--- config.mk ---
export PLATFORM = sky130hd
export DESIGN_NAME = fadd_arbiter
export DESIGN_NICKNAME = d
export VERILOG_FILES = /design/src/rtl/fadd_arbiter.sv
export SDC_FILE = /design/constraint.sdc
export NUM_CORES = 1
export LEC_CHECK = 0
export ABC_AREA = 1
export CORE_MARGIN = 2
export CORE_UTILIZATION = 45
export DETAILED_ROUTE_END_ITERATION = 12
export HOLD_SLACK_MARGIN = 0.12
export PLACE_DENSITY = 0.88
export SETUP_SLACK_MARGIN = 0.02
export SLEW_MARGIN = 0
export SYNTH_ARGS = -nofsm -noshare
export SYNTH_HDL_FRONTEND = slang
export SYNTH_SLANG_ARGS = --single-unit
--- constraint.sdc ---
create_clock -name clk -period 4.3 [get_ports clk]
set_input_delay 0.86 -clock clk [delete_from_list [all_inputs] [get_ports clk]]
set_output_delay 0.86 -clock clk [all_outputs]
set_load 0.01 [all_outputs]
--- src/rtl/fadd_arbiter.sv ---
// fadd_arbiter: shares one multi-cycle floating-point adder between two requesters.
//
// Only one operation is in flight at a time: IDLE -> ISSUE -> WAIT -> RESP -> IDLE.
// When both requesters are valid in the same cycle, the one that was not granted last
// time wins. After reset, last_grant is 1, so the first tie goes to requester 0.
//
// Optional feature: define FADD_ARB_SUB_EN to honour req*_sub. The subtract flag flips the
// sign bit of b before it goes to the adder. Without the macro, req*_sub is ignored.
//
// Ports:
//   clk, rst_n                       clock, asynchronous active-low reset
//   req{0,1}_valid/ready/a/b/sub     requester operand handshakes
//   resp{0,1}_valid/y                per-requester one-cycle result pulse and held result
//   fadd_valid_in/a/b                issue to the shared adder
//   fadd_valid_out/y                 result pulse from the shared adder
//   busy                             high whenever not in IDLE
module fadd_arbiter #(
  parameter int unsigned WIDTH = 32
) (
  input  logic             clk,
  input  logic             rst_n,
  input  logic             req0_valid,
  output logic             req0_ready,
  input  logic [WIDTH-1:0] req0_a,
  input  logic [WIDTH-1:0] req0_b,
  input  logic             req0_sub,
  input  logic             req1_valid,
  output logic             req1_ready,
  input  logic [WIDTH-1:0] req1_a,
  input  logic [WIDTH-1:0] req1_b,
  input  logic             req1_sub,
  output logic             resp0_valid,
  output logic [WIDTH-1:0] resp0_y,
  output logic             resp1_valid,
  output logic [WIDTH-1:0] resp1_y,
  output logic             fadd_valid_in,
  output logic [WIDTH-1:0] fadd_a,
  output logic [WIDTH-1:0] fadd_b,
  input  logic             fadd_valid_out,
  input  logic [WIDTH-1:0] fadd_y,
  output logic             busy
);

  typedef enum logic [1:0] {StIdle, StIssue, StWait, StResp} state_e;

  state_e           state_q, state_d;
  logic             last_grant_q;
  logic             id_q;
  logic [WIDTH-1:0] a_q, b_q;
  logic [WIDTH-1:0] resp0_y_q, resp1_y_q;
  logic             grant;
  logic             accept;

  // Requester 0 wins unless requester 1 is the only one valid, or a tie follows a
  // grant to requester 0.
  always_comb begin
    grant = 1'b0;
    if (req0_valid && req1_valid) begin
      grant = ~last_grant_q;
    end else if (req1_valid) begin
      grant = 1'b1;
    end
  end

  // In IDLE any valid request is accepted immediately by its granted ready.
  assign accept = (state_q == StIdle) && (req0_valid || req1_valid);

  // State register
  always_ff @(posedge clk or negedge rst_n) begin
    if (!rst_n) begin
      state_q <= StIdle;
    end else begin
      state_q <= state_d;
    end
  end

  // Next-state logic
  always_comb begin
    state_d = state_q;
    unique case (state_q)
      StIdle:  if (accept) state_d = StIssue;
      StIssue: state_d = StWait;
      StWait:  if (fadd_valid_out) state_d = StResp;
      StResp:  state_d = StIdle;
      default: state_d = StIdle;
    endcase
  end

  // Output logic
  always_comb begin
    req0_ready    = 1'b0;
    req1_ready    = 1'b0;
    fadd_valid_in = 1'b0;
    resp0_valid   = 1'b0;
    resp1_valid   = 1'b0;
    busy          = 1'b1;
    unique case (state_q)
      StIdle: begin
        busy       = 1'b0;
        req0_ready = req0_valid && !grant;
        req1_ready = req1_valid && grant;
      end
      StIssue: fadd_valid_in = 1'b1;
      StWait:  ;
      StResp: begin
        resp0_valid = !id_q;
        resp1_valid = id_q;
      end
      default: ;
    endcase
  end

  // Operand latch, grant history and per-requester result registers
  always_ff @(posedge clk or negedge rst_n) begin
    if (!rst_n) begin
      last_grant_q <= 1'b1;
      id_q         <= 1'b0;
      a_q          <= '0;
      b_q          <= '0;
      resp0_y_q    <= '0;
      resp1_y_q    <= '0;
    end else begin
      if (accept) begin
        last_grant_q <= grant;
        id_q         <= grant;
        a_q          <= grant ? req1_a : req0_a;
        b_q          <= grant ? req1_b : req0_b;
      end
      // Adder pulses outside WAIT (e.g. left over from before a reset) are dropped.
      if (state_q == StWait && fadd_valid_out) begin
        if (id_q) begin
          resp1_y_q <= fadd_y;
        end else begin
          resp0_y_q <= fadd_y;
        end
      end
    end
  end

  assign fadd_a  = a_q;
  assign resp0_y = resp0_y_q;
  assign resp1_y = resp1_y_q;

`ifdef FADD_ARB_SUB_EN
  logic sub_q;

  always_ff @(posedge clk or negedge rst_n) begin
    if (!rst_n) begin
      sub_q <= 1'b0;
    end else if (accept) begin
      sub_q <= grant ? req1_sub : req0_sub;
    end
  end

  // Subtract is a sign flip of b, applied to NaNs as well.
  assign fadd_b = {b_q[WIDTH-1] ^ sub_q, b_q[WIDTH-2:0]};
`else
  logic unused_sub;

  assign unused_sub = req0_sub ^ req1_sub;
  assign fadd_b     = b_q;
`endif

endmodule

# Word level (Yosys, flattened, before mapping)
# Cells that the tools add are included.
dict set report totals {
  wordCells 39
  inputBits 167
  regBits 132
  output_inout_bits 134
}
dict set report classes {
  n_mux 13
  bitwise_logic 2
  n_eq_ne 5
  reduce_logical 12
}
# operator count
set op_table {}
lappend op_table {{two-way mux 32 bit} 2}
lappend op_table {{two-way mux 1 bit} 8}
lappend op_table {{one-hot mux 2 bit (4 select lines)} 1}
lappend op_table {{AND reduction 2 bit} 3}
lappend op_table {{logical AND 1 bit} 5}
lappend op_table {{== test 2 bit (second input constant)} 2}
lappend op_table {{two-way mux 2 bit} 2}
lappend op_table {{!= test 2 bit (second input constant)} 2}
lappend op_table {{== test 2 x 1 -> 1 bit (second input constant)} 1}
lappend op_table {{logical NOT 1 bit} 2}
lappend op_table {{logical NOT 2 bit} 1}
lappend op_table {{NOT 1 bit} 2}
lappend op_table {{logical OR 1 bit} 1}

# Logic depth before layout (Yosys ltp)
dict set report logic_depth {
  depth_word 5
  ltp_mapped 9
}

# Worst setup path before layout
# Ideal clock, no wire load.
dict set report synth_path {
  kind {input to output}
  start {input port req0_valid}
  end {output port req0_ready}
  setup_slack_ps 1949
  stages 6
  arrival_ps 1491
  path_buffers 2
  path_cell_list {nand2_1 > nand2_1 > buf_4 > buf_4 > nand2_1 > nor2_1}
}
dict set report synth_between {
  elab_chain_len 5
}
# element line
set synth_lines {}
lappend synth_lines {{start, declared} 22} ;# input logic req0_valid,
lappend synth_lines {{logical AND 1 bit} 58} ;# if (req0_valid && req1_valid) begin
lappend synth_lines {{two-way mux 1 bit} 58}
lappend synth_lines {{logical NOT 1 bit} 100} ;# req0_ready = req0_valid && !grant;
lappend synth_lines {{logical AND 1 bit *} 100}
lappend synth_lines {{two-way mux 1 bit *} 97} ;# unique case (state_q)
lappend synth_lines {{end, declared} 23} ;# output logic req0_ready,
# Mark *: on every way between the ends. The rest lies on a longest branch, timed or not.

# Worst setup path after layout
# Ends and elaborated chain as after synthesis.

==> out/metrics.yaml <==
status:
  run_status: "complete, no violations"
synthesis:
  ys_warn_count: 0
  synth-seq-cells: 132
  synth_nets: 995
  syn_area_um2: 6310
  yosysSeqAreaShare_pct: 52.4
  yosysUniqueCellTypes: 17
  synth_cells: 824
  syn_area_per_cell_um2: 7.66
route:
  routed-via-count: 6248
  avgViaCountPerCell: 4.83
  dr.pass1.iters: 5
  wirelength_um: 19100
  antenna_left: 0
  drc: 0
  drtIter0Drc: 541
  wl_per_cell_um: 14.8
global_routing:
  top_usage_layer: "met2"
  grt_antenna_before_repair: 0
  use_met1_pct: 30.3
  use_met2_pct: 42.8
  first_global_vias: 5999
  track_usage_pct: 25.3
  gr-total-overflow: 0
  grt_util_met3_pct: 6.74
  grt_start_max_net_pins: 76
  grt_pass1_wl_um: 29700
sta:
  fin_skew_ns: 0.00665
  max-slew-margin-rel_pct: 22.6
  rsz0062_at_grt: "false"
  whs_ns: 0.476
  setup_viol: 0
  hold_violations: 0
  tightest_slew_ns: 1.16
  max_freq_mhz: 321
  finalCriticalPeriod_ns: 3.11
  finalSetupTns_ns: 0
  drv_slew: 0
  period_share_pct: 72.4
clock_network:
  htreeDepth: 4
  cts_resized: 0
  cts_buffers: 17
  cts_hold_buf: 0
  clockRootBuffer: "clkbuf_16"
  clock_latency_ns: 0.41
  clock-sinks: 132
  cts_buffer_depth: 2
  tritoncts: "yes"
  cts_setup_buffers: 0
  clk_pin_slew_ns: 0.06
finish:
  nets: 1272
  antenna_cells: 0
  final_util_pct: 71.6
  area_delta_synth_final_pct: 56.3
  finalInstanceArea_um2: 9860
  final_layout_size_suffix_gt1_share_pct: 4.49
placement:
  port_buffers: 298
  hpwlAfterDp_um: 13100
  place_congestion: 0.835
  placed_area_um2: 9300
hold_path:
  hold_class: "reg2reg"
  hold_path.startpoint: "fadd_b[25]"
  worstHoldEndpoint: "fadd_b[25]"
  hold_depth: 2
critical_path:
  ff2ff_setup_slack_ns: 2.20
  end_kind: "primary output"
  critPathMaxFanout: 4
  r2r_start: "state_q[1]"
  worstSetupPathType: "in2out"
  reg2reg_depth: 7
  start_kind: "input pin"
  arrival_ns: 2.25
  r2r_end: "fadd_b[14]"
  cp.required_ns: 3.44
floorplan:
  initial_core_util_pct: 45.8
  chipHeight_um: 122
  pin_count: 301
  placementRows: 43
  die_w_um: 122
  core-area_um2: 13800
  die_area_um2: 15000
job:
  cap_violations: 0
power_and_ir_drop:
  peakVddDrop_v: 0.000453
  comb_power_share_pct: 45.4
  p_int_mw: 4.17
  power_frac_seq_pct: 33.5
  p_sw_mw: 2.35
  swShare_pct: 36.0
  power.leakage_nw: 5.12
  clkPwrFrac_pct: 21.0
  power_density_nw_per_um2: 661
-- per-stage QoR --
| step | total power, mW | setup WS [ns] | instances |
|---|---|---|---|
| 2_1_floorplan | 3.52 | 1.95 | 824 |
| 3_3_place_gp | 5.05 | 1.19 | 1262 |
| 3_5_place_dp | 5.16 | 1.19 | 1262 |
| 4_1_cts | 6.57 | 1.18 | 1293 |
| 5_1_grt | 6.93 | 1.08 | 1293 |
| 6_report | 6.52 | 1.19 | 1293 |
-- layout make-up --
| cell class | count | area [um^2] |
|---|---|---|
| timing repair buffer | 305 | 3040 |
| inverter | 169 | 634 |
| clock inverter | 13 | 125 |
| clock buffer | 18 | 439 |
| tap | 180 | 225 |
| sequential | 132 | 3300 |
| multi-input combinational | 476 | 2100 |
| fill | 1048 | 3910 |
-- per-layer routing --
metal,wire length (um),up-vias
li1,-,3032
met1,7290,2897
met2,9630,270
met3,1490,49
met4,725,0
met5,0,-
-- synthesized netlist by cell type, drive strengths merged --
cell      n  area [um^2]
inv     169          634
nand2   269         1010
dfstp     1         26.3
buf      35          236
o21ai    65          325
ha        4         50.1
nand3   132          671
nor2      5         28.8
clkbuf   12         45.0
dfrtp   131         3280
or2       1         6.26
-- power groups by stage --
| stage | logic (mW) | registers, mW | clock network, mW |
|---|---|---|---|
| finish | 2.96 | 2.19 | 1.37 |
| global route | 3.22 | 2.25 | 1.46 |
| CTS | 2.99 | 2.18 | 1.40 |
| detailed placement | 2.98 | 2.18 | 0 |
| global placement | 2.89 | 2.16 | 0 |
| floorplan | 1.09 | 2.43 | 0 |
-- registers in the layout, indices dropped and copies added (netlist names) --
name          flops
state_q           2
resp1_y          32
last_grant_q      1
fadd_a           32
resp0_y          32
id_q              1
fadd_b           32
-- cells by family after synthesis --
logic type | count (synthesis) | share of synthesized area (%)
AO/OA/AOI/OAI | 65 | 5.15
adder cells (fa/ha/maj) | 4 | 0.793
buffers and inverters | 216 | 14.5
AND/OR/NAND/NOR | 407 | 27.2
flip-flops | 132 | 52.4
-- worst max-delay path by stage --
stage	start	end	cells after the start
global placement	req0_valid	req0_ready	6
CTS	req0_valid	req0_ready	6
finish	req0_valid	req0_ready	6
floorplan	req0_valid	req0_ready	6
global route	req0_valid	req0_ready	6
detailed placement	req0_valid	req0_ready	6
-- critical path: stages --
cell             delay (ns)
clkdlybuf4s50_1        0.55
nand2_2                0.08
nand2_2                0.09
nand2_1                0.05
nor2_1                 0.08
clkdlybuf4s50_1        0.54
-- cells in the final DEF (no fill, tap or decap), types with 2 or more instances in the layout --
cell	n
clkdlybuf4s50_1	296
nand2_1	267
inv_1	167
dfrtp_1	131
nand3_1	130
o21ai_0	65
clkbuf_16	17
buf_4	7
clkinvlp_4	5
inv_6	5
ha_1	4
nor2_1	3
inv_2	2
nand2_2	2
nand3_2	2
Note: power is estimated with default switching activity, not from simulation.
